`config.mk`:
```
export PLATFORM = sky130hd
export DESIGN_NAME = pwr_rail_seq
export DESIGN_NICKNAME = d
export VERILOG_FILES = /design/src/rtl/pwr_rail_seq.sv
export SDC_FILE = /design/constraint.sdc
export NUM_CORES = 1
export LEC_CHECK = 0
export BUFFER_PORTS_ARGS = -buffer_cell sky130_fd_sc_hd__buf_2
export CORE_UTILIZATION = 58
export DETAILED_ROUTE_END_ITERATION = 6
export GPL_TIMING_DRIVEN = 0
export PLACE_DENSITY = 0.84
export REMOVE_ABC_BUFFERS = 1
export SYNTH_ARGS = -nofsm -noshare
export SYNTH_HDL_FRONTEND = slang
export SYNTH_SLANG_ARGS = --single-unit
export TNS_END_PERCENT = 5
```
`constraint.sdc`:
```
create_clock -name clk -period 3.1 [get_ports clk]
set_input_delay 0.155 -clock clk [delete_from_list [all_inputs] [get_ports clk]]
set_output_delay 0.155 -clock clk [all_outputs]
set_load 0.005 [all_outputs]
```
`src/rtl/pwr_rail_seq.sv`:
```
// N-rail power sequencer: ordered bring-up with pwrgd timeout, ordered
// take-down, and emergency shutdown on timeout or pwrgd dropout.
module pwr_rail_seq #(
  parameter int NUM_RAILS = 4,
  parameter int TMO_TICKS = 100,
  parameter int DLY_TICKS = 2,
  localparam int IDX_W = (NUM_RAILS > 1) ? $clog2(NUM_RAILS) : 1
) (
  input  logic                 clk,
  input  logic                 rst_n,
  input  logic                 cnt1ms_done,
  input  logic                 pwr_req,
  input  logic [NUM_RAILS-1:0] rail_pwrgd,
  output logic [NUM_RAILS-1:0] rail_en,
  output logic                 all_pwrok,
  output logic                 seq_busy,
  output logic                 seq_fault,
  output logic [IDX_W-1:0]     fault_rail,
  output logic                 fault_drop
);

  typedef enum logic [2:0] {
    S_IDLE, S_UP_WAIT, S_UP_DLY, S_ON, S_DN_DLY, S_FAULT
  } state_t;

  localparam logic [7:0]       TMO_T    = 8'(TMO_TICKS);
  localparam logic [7:0]       DLY_T    = 8'(DLY_TICKS);
  localparam logic [IDX_W-1:0] LAST_IDX = IDX_W'(NUM_RAILS - 1);

  state_t                 state_q, state_d;
  logic [IDX_W-1:0]       idx_q, idx_d;
  logic [7:0]             timer_q, timer_d;
  logic [NUM_RAILS-1:0]   rail_en_q, rail_en_d;
  logic                   all_pwrok_q, all_pwrok_d;
  logic                   seq_fault_q, seq_fault_d;
  logic [IDX_W-1:0]       fault_rail_q, fault_rail_d;
  logic                   fault_drop_q, fault_drop_d;
  logic                   rel_q;
  logic                   enter;
  logic                   drop_hit;
  logic [IDX_W-1:0]       drop_idx;
  logic                   flt_load;
  logic                   flt_drop;
  logic [IDX_W-1:0]       flt_rail;

  // Reset release is retimed by one clock; the FSM holds its reset state until then.
  always_ff @(posedge clk or negedge rst_n) begin
    if (!rst_n) begin
      rel_q        <= 1'b0;
      state_q      <= S_IDLE;
      idx_q        <= '0;
      timer_q      <= '0;
      rail_en_q    <= '0;
      all_pwrok_q  <= 1'b0;
      seq_fault_q  <= 1'b0;
      fault_rail_q <= '0;
      fault_drop_q <= 1'b0;
    end else begin
      rel_q <= 1'b1;
      if (rel_q) begin
        state_q      <= state_d;
        idx_q        <= idx_d;
        timer_q      <= timer_d;
        rail_en_q    <= rail_en_d;
        all_pwrok_q  <= all_pwrok_d;
        seq_fault_q  <= seq_fault_d;
        fault_rail_q <= fault_rail_d;
        fault_drop_q <= fault_drop_d;
      end
    end
  end

  always_comb begin
    drop_hit = 1'b0;
    drop_idx = '0;
    // Scan high to low so the lowest dropped confirmed rail is reported.
    for (int j = NUM_RAILS - 1; j >= 0; j--) begin
      if (!rail_pwrgd[j] &&
          ((state_q == S_UP_WAIT && j < int'(idx_q)) ||
           ((state_q == S_UP_DLY || state_q == S_ON) && j <= int'(idx_q)))) begin
        drop_hit = 1'b1;
        drop_idx = IDX_W'(j);
      end
    end

    state_d  = state_q;
    idx_d    = idx_q;
    enter    = 1'b0;
    flt_load = 1'b0;
    flt_drop = 1'b0;
    flt_rail = idx_q;
    case (state_q)
      S_IDLE: begin
        if (pwr_req) begin
          state_d = S_UP_WAIT;
          idx_d   = '0;
          enter   = 1'b1;
        end
      end
      S_UP_WAIT, S_UP_DLY, S_ON: begin
        if (drop_hit) begin
          state_d  = S_FAULT;
          enter    = 1'b1;
          flt_load = 1'b1;
          flt_drop = 1'b1;
          flt_rail = drop_idx;
        end else if (!pwr_req) begin
          state_d = S_DN_DLY;
          enter   = 1'b1;
        end else if (state_q == S_UP_WAIT) begin
          if (rail_pwrgd[idx_q]) begin
            state_d = S_UP_DLY;
            enter   = 1'b1;
          end else if (timer_q == TMO_T) begin
            state_d  = S_FAULT;
            enter    = 1'b1;
            flt_load = 1'b1;
          end
        end else if (state_q == S_UP_DLY && timer_q == DLY_T) begin
          enter = 1'b1;
          if (idx_q == LAST_IDX) begin
            state_d = S_ON;
          end else begin
            state_d = S_UP_WAIT;
            idx_d   = idx_q + IDX_W'(1);
          end
        end
      end
      S_DN_DLY: begin
        if (timer_q == DLY_T) begin
          enter = 1'b1;
          if (idx_q == '0) state_d = S_IDLE;
          else             idx_d   = idx_q - IDX_W'(1);
        end
      end
      S_FAULT: begin
        if (!pwr_req) begin
          state_d = S_IDLE;
          enter   = 1'b1;
        end
      end
      default: begin
        state_d = S_IDLE;
        enter   = 1'b1;
      end
    endcase
  end

  always_comb begin
    timer_d = timer_q;
    if (enter) begin
      timer_d = '0;
    end else if ((state_q == S_UP_WAIT || state_q == S_UP_DLY || state_q == S_DN_DLY) &&
                 cnt1ms_done && timer_q != 8'hFF) begin
      timer_d = timer_q + 8'd1;
    end

    // Down sequence holds only the rails strictly below idx.
    rail_en_d = '0;
    for (int j = 0; j < NUM_RAILS; j++) begin
      if ((state_d == S_UP_WAIT || state_d == S_UP_DLY || state_d == S_ON) && j <= int'(idx_d))
        rail_en_d[j] = 1'b1;
      if (state_d == S_DN_DLY && j < int'(idx_d))
        rail_en_d[j] = 1'b1;
    end

    all_pwrok_d  = (state_d == S_ON);
    seq_fault_d  = (state_d == S_FAULT);
    fault_rail_d = fault_rail_q;
    fault_drop_d = fault_drop_q;
    if (flt_load) begin
      fault_rail_d = flt_rail;
      fault_drop_d = flt_drop;
    end else if (state_d == S_IDLE) begin
      fault_rail_d = '0;
      fault_drop_d = 1'b0;
    end
  end

  assign rail_en    = rail_en_q;
  assign all_pwrok  = all_pwrok_q;
  assign seq_busy   = (state_q == S_UP_WAIT) || (state_q == S_UP_DLY) || (state_q == S_DN_DLY);
  assign seq_fault  = seq_fault_q;
  assign fault_rail = fault_rail_q;
  assign fault_drop = fault_drop_q;

endmodule
```
# Word level (Yosys, flattened, before mapping)
# Cells that the tools add are included.
[totals] register_bits=23 output_inout_bits=10 word_cells=141
[op_classes] n_addsub=3 order_cmp=13 eq_ne=14 mux=63 reduce_logical=39
[op_table] operator="2-bit 2-to-1 mux" count=17
[op_table] operator="1-bit 2-to-1 mux" count=30
[op_table] operator="3-bit 2-to-1 mux" count=10
[op_table] operator="1-bit logical AND" count=19
[op_table] operator="8-bit 2-to-1 mux" count=2
[op_table] operator="3-bit by 2-bit == test with 1-bit output, second input constant" count=4
[op_table] operator="3-bit == test, second input constant" count=4
[op_table] operator="3-bit case mux with 4 select lines" count=1
[op_table] operator="8-bit by 1-bit adder with 8-bit output, second input constant" count=1
[op_table] operator="8-bit by 2-bit == test with 1-bit output, second input constant" count=1
[op_table] operator="8-bit by 7-bit == test with 1-bit output, second input constant" count=1
[op_table] operator="2-bit <= comparator, first input constant" count=4
[op_table] operator="1-bit logical OR" count=8
[op_table] operator="1-bit by 2-bit < comparator with 1-bit output, first input constant" count=4
[op_table] operator="8-bit != test, second input constant" count=1
[op_table] operator="3-bit by 1-bit == test with 1-bit output, second input constant" count=2
[op_table] operator="3-bit logical NOT" count=2
[op_table] operator="2-bit case mux with 3 select lines" count=1
[op_table] operator="1-bit by 2-bit <= comparator with 1-bit output, first input constant" count=2
[op_table] operator="1-bit logical NOT" count=4
[op_table] operator="2-bit < comparator, first input constant" count=2
[op_table] operator="1-bit case mux with 4 select lines" count=1
[op_table] operator="2-bit AND reduction" count=2
[op_table] operator="2-bit nonzero test" count=2
[op_table] operator="7 further kinds" count=7

# Logic depth before layout (Yosys ltp)
# Gate-level depths: netlist of run 1.
[depth] word_depth=16 ltp_mapped=8 depth_no_buf=8

# Least setup slack after synthesis of run 1
# OpenSTA, ideal clock, no wires.
[synth_timing] kind="reg-to-reg" start="register timer_q[0]" end="register rail_en_q[1] (netlist: rail_en[1])" setup_time_ns=0.087 arrival_time_ns=2.180 t_required_ns=3.013 setup_slack_ns=0.833 stages_incl_launch_ff=9 n_path_buf=0 cell_sequence="dfrtp_1 inv_1 ha_1 or4b_4 nor4_4 a41oi_2 o31ai_2 a21oi_1 a211oi_2"
[synth_between] elab_chain_len=13
[synth_rtl] item="start, declared" line="32" text="logic [7:0] timer_q, timer_d;"
[synth_rtl] item="start signal, assigned" line="63" text="timer_q <= timer_d;"
[synth_rtl] item="8-bit by 7-bit == test with 1-bit output / 8-bit by 2-bit == test with 1-bit output (equally long branches)" line="114, 119, 130"
[synth_rtl] item="3-bit 2-to-1 mux / 1-bit logical AND (equally long branches)" line="114, 119"
[synth_rtl] item="3-bit 2-to-1 mux, on equally long branches" line="111, 119"
[synth_rtl] item="3-bit 2-to-1 mux" line="110" text="end else if (state_q == S_UP_WAIT) begin"
[synth_rtl] item="3-bit 2-to-1 mux" line="107" text="end else if (!pwr_req) begin"
[synth_rtl] item="3-bit 2-to-1 mux" line="101" text="if (drop_hit) begin"
[synth_rtl] item="3-bit case mux with 4 select lines" line="92" text="case (state_q)"
[synth_rtl] item="3-bit by 1-bit == test with 1-bit output / 3-bit by 2-bit == test with 1-bit output (equally long branches)" line="161" text="if ((state_d == S_UP_WAIT || state_d == S_UP_DLY || state_d == S_ON) && j <= int'(idx_d))"
[synth_rtl] item="1-bit logical OR (2 in series)" line="161"
[synth_rtl] item="1-bit logical AND" line="161"
[synth_rtl] item="1-bit 2-to-1 mux" line="161"
[synth_rtl] item="1-bit 2-to-1 mux *" line="163" text="if (state_d == S_DN_DLY && j < int'(idx_d))"
[synth_rtl] item="end signal, assigned" line="64" text="rail_en_q <= rail_en_d;"
[synth_rtl] item="end, declared" line="33" text="logic [NUM_RAILS-1:0] rail_en_q, rail_en_d;"
# Mark *: on every way between the ends. The rest lies on a longest branch, timed or not.
# A chain may end at the register's enable or synchronous reset.

# Worst setup path in the final report of run 1
[layout_timing] start="register idx_q[0]" end="register rail_en_q[1] (netlist: rail_en[1])"
[layout_between] elab_chain_len=15
[layout_rtl] item="start, declared" line="31" text="logic [IDX_W-1:0] idx_q, idx_d;"
[layout_rtl] item="start signal, assigned" line="62" text="idx_q <= idx_d;"
[layout_rtl] item="2-bit <= comparator / 2-bit < comparator (equally long branches)" line="80, 79"
[layout_rtl] item="1-bit logical AND, on equally long branches" line="80, 79"
[layout_rtl] item="1-bit logical AND / 1-bit logical OR (equally long branches)" line="78, 79"
[layout_rtl] item="1-bit 2-to-1 mux / 1-bit logical AND (equally long branches)" line="78" text="if (!rail_pwrgd[j] &&"
[layout_rtl] item="1-bit 2-to-1 mux (3 in series)" line="78"
[layout_rtl] item="3-bit 2-to-1 mux" line="101"
[layout_rtl] item="3-bit case mux with 4 select lines" line="92"
[layout_rtl] item="3-bit by 1-bit == test with 1-bit output / 3-bit by 2-bit == test with 1-bit output (equally long branches)" line="161"
[layout_rtl] item="1-bit logical OR (2 in series)" line="161"
[layout_rtl] item="1-bit logical AND" line="161"
[layout_rtl] item="1-bit 2-to-1 mux" line="161"
[layout_rtl] item="1-bit 2-to-1 mux *" line="163"
# Mark *: on every way between the ends. The rest lies on a longest branch, timed or not. The select of a mux whose other input is x is not followed.

==> results of run 1 <==
==> logic make-up (layout without fill, tap and decap cells) <==
group | count (synthesis) | count (layout) | synth area share (%)
simple gates | 78 | 78 | 26.8
compound gates | 59 | 59 | 26.1
flops | 23 | 23 | 33.1
buf+inv | 19 | 29 | 4.75
xor+xnor | 6 | 6 | 3.02
mux | 5 | 5 | 3.82
fa+ha+maj | 3 | 3 | 2.16
other cells | 1 | 1 | 0.216
==> power by group through the flow <==
stage | Combinational, uW | Clock (uW) | Sequential, uW
4_1_cts | 674 | 152 | 498
3_3_place_gp | 647 | 0 | 497
2_1_floorplan | 516 | 0 | 475
5_1_grt | 758 | 160 | 514
6_report | 677 | 148 | 501
3_5_place_dp | 671 | 0 | 505
==> worst paths after layout <==
check,from,cells past startpoint,to
hold reg to reg,rail_en[2],2,rail_en[2]
min in group asynchronous,rst_n,2,fault_drop
hold / removal,rail_pwrgd[0],5,fault_rail[0]
max in group asynchronous,rst_n,2,rail_en[1]
setup reg to reg,idx_q[0],6,rail_en[1]
setup / recovery,idx_q[0],6,rail_en[1]
==> synthesized netlist by cell type, types with 5 or more instances <==
library cell	number	share of area (%)
a31oi_1	6	2.2
dfrtp_1	23	33
clkbuf_1	8	1.7
nor3_1	5	1.4
nor2_1	17	3.7
nand3_1	6	1.7
a21oi_1	8	2.3
nand2b_1	7	2.5
nand2_1	11	2.4
o31ai_1	5	2.2
nor2b_1	6	2.2
o21ai_0	9	2.6
inv_1	7	1.5
xor2_1	5	2.5
nand4_1	6	2.2
==> flip-flops by register name (all words and copies together), names as in the netlist <==
register    cells
all_pwrok       1
timer_q         8
fault_drop      1
rail_en         4
fault_rail      2
idx_q           2
rel_q           1
seq_fault       1
state_q         3
==> through the flow <==
step / instances / cell area (um2) / setup slack (ns)
after floorplan: 182 / 1680 / 0.833
after global placement: 230 / 1810 / 0.558
after detailed placement: 230 / 1810 / 0.484
after CTS: 235 / 1840 / 0.454
after global routing: 235 / 1840 / 0.277
final: 235 / 1840 / 0.429
==> cell type report <==
type	instances	area [um2]	share of cell area, %
Inverter	7	26.3	1.43
Tap cell	31	38.8	2.10
Clock buffer	3	22.5	1.22
Timing Repair Buffer	18	95.1	5.16
Sequential cell	23	576	31.2
Multi-Input combinational cell	152	1080	58.6
Clock inverter	1	5.00	0.272
==> worst max-delay path: cells and delay by family (launching register included) <==
kind / cells / cell delay, ns
and+or+nand+nor: 2 / 0.56
DFF: 1 / 0.67
AOI/OAI and AO/OA: 3 / 0.65
muxes: 1 / 0.64
==> per-layer routing <==
layer | vias up | track usage, % | wire length [um]
met1 | 745 | 29.8 | 1560
met3 | 13 | 3.23 | 243
met2 | 73 | 46.6 | 1930
met4 | 0 | 15.7 | 110
met5 | - | 0 | 0
li1 | 746 | - | -
==> impl_results.md, run 1 <==
- Status: finished, violations left
- Failing checks: design-rule violations
- Startpoint types: flop
- Clk Latency, worst-skew pair: 0.33 ns
- Seq/Total Area, Yosys: 33.1%
- Fin Hold WS: 0.266 ns
- Gates resized, CTS repair: 0
- Worst Skew: 0.0171 ns
- Area grow syn2layout: 6.05%
- Yosys warns: 0
- Post CTS Setup Buffer Count: 0
- CP arrival: 2.84 ns
- Row count: 19
- Setup TNS Final: 0 ns
- #FFs+latches synth: 23
- Height of the die: 56.7 um
- Fin. Hold Viols: 0
- Synthesized cell area: 1740 um2
- Total power of the final layout: 1330 uW
- Root Buffer: clkbuf_4
- Commonest non-fill, non-tap cell in the layout: dfrtp_1
- DRC Markers: 2
- Combinational share of power: 51.0%
- Antenna violations before repair: 0
- Number of port buffers: 17
- MaxCap Viol Count: 0
- Number of flops mapped to enable cells by yosys: 0
- Hold WC Path Type: in -> reg
- Maximum vdd drop: 0.388 mV
- Final core utilization: 65.7%
- Number of antenna diodes: 0
- Initial Utilization: 62.0%
- Largest stage delay, worst path: 0.67 ns
- Post-CTS Hold Buffers: 1
- Net switching power: 610 uW
- CTS Buf Count: 3
- Global-route wire length before repair: 6.59 mm
- Pre-Repair DR Iteration Count: 7
- Largest net degree at the start of global routing: 30
- Setup crit end kind: flop
- TritonCTS clock tree: done
- Proportion of power drawn by flip-flops and latches: 37.8%
- Final min period: 2.67 ns
- I/O pin cnt: 18
- Power per Cell Area: 719 nW/um2
- FILL cells: 239
- Final-report max-slew violation count: 0
- Leakage: 0.000772 uW
- Worst slew pin tran: 0.917 ns
- H-tree depth: 1
- Clk pwr share: 11.2%
- Routed wire per std cell: 16.4 um
- CTS sink cnt: 23
- Cell mode on critical path: a211oi_2
- Sw Ratio: 46.0%
- CORE AREA: 2810 um2
- Final Setup Violations: 0
- Clock transition at path regs: 0.15 ns
- Die Area: 3220 um2
- Vias in the first global route: 1523
- DR vias/cell: 6.71
- Die width: 56.7 um
- Cells along the critical path: mux4_2, and2_1, o31ai_1, a211oi_2, nor3b_1, a211oi_2
- Critical Path RT: 3.27 ns
- Pint: 715 uW
- Post-route ant nets: 0
- Async SR Flop Fraction: 100%
- Max_slew headroom: 38.9%
- Routed via count: 1577
- Ys flop type: dfrtp_1
- Setup CP Type: reg -> reg
- Yosys cell types: 57
- Max clock buf depth: 2
- Fraction of layout cells with a size suffix above 1: 19.1%
- GRT Total Usage: 26.2%
- Period Utilization, post-route: 86.2%
- Grt total ovfl: 0
- Routability congestion estimate from global placement: 0.844
- R2r setup slk: 0.43 ns
- Commonest cells after routing, fill and taps aside: 23 x dfrtp_1, 17 x nor2_1, 17 x buf_2
- Post-detailed-routing wire length: 3.84 mm
- Cells after synthesis: 194
- Nets@finish: 216
- Fmax: 0.374 GHz
- Hpwl dp: 2.75 mm
- RSZ-0062 raised after global routing: no
- Critical path peak fanout: 17
- Mean Syn Cell Area: 8.96 um2
- Slowest-stage cell, CP: dfrtp_1
- Initial DRC count: 95
Power figures use the tool's default switching activity.
==> run 2: changes to the inputs <==
Settings changed: REMOVE_ABC_BUFFERS 1 to not set.
==> impl_results.md, run 2 (synthesis results as in run 1) <==
- Placement Cell Area: 1860 um2
- CTS Buf Count: 3
- Number of antenna diodes: 0
- Fmax: 0.368 GHz
- Syn nets: 205
- RSZ-0062 raised after global routing: no
- Largest net degree at the start of global routing: 24
- Largest stage delay, worst path: 0.74 ns
- Area of the multi-input gates: 1080 um2
- I/O pin cnt: 18
- Worst slew pin tran: 0.826 ns
- Slowest-stage cell, CP: a2111oi_0
- Routed wire per std cell: 17.9 um
- Register Area: 576 um2
- Initial DRC count: 143
- Vias in the first global route: 1570
- Pre-Repair DR Iteration Count: 7
- Post CTS Setup Buffer Count: 0
- Nets@finish: 228
- Commonest cells after routing, fill and taps aside: 23 x dfrtp_1, 20 x buf_2, 17 x nor2_1
- Routability congestion estimate from global placement: 0.923
- Height of the die: 56.7 um
- Row count: 19
- Total power of the final layout: 1400 uW
- GRT met1 Usage: 42.7%
- GRT Max-Usage Layer: met2
- DRC Markers: 4
- CP bufs+invs: 1
- Final min period: 2.72 ns
- Status: finished, violations left
- Hpwl dp: 3.31 mm
- Critical Path RT: 3.28 ns
- Global-route wire length before repair: 7.33 mm
- CORE AREA: 2810 um2
- Fin area: 1900 um2
- Final core utilization: 67.7%
- DR vias/cell: 6.78
- H-tree depth: 1
- Final-report max-slew violation count: 0
- CTS sink cnt: 23
- Clock transition at path regs: 0.13 ns
- MaxCap Viol Count: 0
- Setup CP Type: reg -> reg
- Initial Utilization: 62.0%
- Maximum vdd drop: 0.468 mV
- Setup TNS Final: 0 ns
- FILL cells: 243
- Startpoint types: flop
- Period Utilization, post-route: 87.7%
- Post-detailed-routing wire length: 4.42 mm
- Leakage: 0.000802 uW
- Max_slew headroom: 43.5%
- Max clock buf depth: 2
- Hold WC Path Type: in -> reg
- Fin Hold WS: 0.323 ns
- Power per Cell Area: 736 nW/um2
- Failing checks: design-rule violations
- Met2 Resource Use GR: 44.7%
- Fraction of layout cells with a size suffix above 1: 19.9%
- Final Setup Violations: 0
- CP arrival: 2.90 ns
- Setup crit end kind: flop
- Root Buffer: clkbuf_4
- Cells along the critical path: inv_1, ha_1, nor4b_2, a21oi_1, a2111oi_0, o31ai_2, nor3_1, a211oi_1
- GRT Total Usage: 29.6%
- Max reg flops: 8
- M3 GR Usage: 1.61%
- Antenna violations before repair: 0
- TritonCTS clock tree: done
- Routed via count: 1675
- Largest Register: timer_q
- Critical path peak fanout: 6
- Fin. Hold Viols: 0
- Grt total ovfl: 0
- Die Area: 3220 um2
- Die width: 56.7 um
- Worst Skew: 0.00437 ns
- Commonest non-fill, non-tap cell in the layout: dfrtp_1
- Top Family by Delay on Critical Path: compound AO/OA/AOI/OAI gates
- Post-route ant nets: 0
- Number of port buffers: 17
- Area grow syn2layout: 9.29%
- Clk Latency, worst-skew pair: 0.32 ns
[run 2: cell types whose count changed in the layout (fill, tap and decap cells not counted)]
cell,previous run,this run
clkbuf_1,0,8
buf_2,17,20
buf_6,0,1
[run 2: worst register-to-register path, cell delays in order (launching register included)]
cell and delay, ns:
dfrtp_1 0.46, inv_1 0.11, ha_1 0.17, nor4b_2 0.44, a21oi_1 0.13, a2111oi_0 0.74
o31ai_2 0.20, nor3_1 0.23, a211oi_1 0.10
[run 2: cell type report]
class                      count  area share [%]
buffer                        12            2.96
clock buffer                   3            1.19
clock inverter                 1           0.264
inverter                       7            1.38
multi-input combinational    152            56.9
sequential                    23            30.3
tap                           31            2.04
timing repair buffer          18            5.01
[run 2: worst paths after layout]
| check | startpoint | to | slack, ns | cells past startpoint |
|---|---|---|---|---|
| worst max-delay path | timer_q[0] | rail_en[0] | 0.38 | 8 |
| worst min-delay path | rail_pwrgd[0] | fault_rail[0] | 0.32 | 5 |
| worst max register to register | timer_q[0] | rail_en[0] | 0.38 | 8 |
| worst min register to register | rail_en[2] | rail_en[2] | 0.54 | 2 |
| max in group asynchronous | rst_n | timer_q[2] | 2.42 | 2 |
| min in group asynchronous | rst_n | state_q[2] | 0.35 | 2 |
[run 2: per-layer routing]
metal	up-vias	share of wire (%)
met5	-	0
li1	774	-
met1	815	44
met3	17	6.6
met2	69	47
met4	0	2.6
[run 2: per-stage QoR]
stage	worst slack, ns	cells
6_report	0.380	247
3_3_place_gp	0.399	242
4_1_cts	0.405	247
3_5_place_dp	0.449	242
2_1_floorplan	0.833	194
5_1_grt	0.169	247
[run 2: timing repair]
item | 4_1_cts | 5_1_grt
gates resized for setup | 0 | 0
hold buffers | 1 | 0
hold endpoints to repair | 23 | 0
[run 2: report_power, final]
group          internal [uW]  total, uW  switching [uW]
combinational            326        825             499
sequential               368        433            64.3
clock                   48.3        140            91.5
total                    743       1400             655
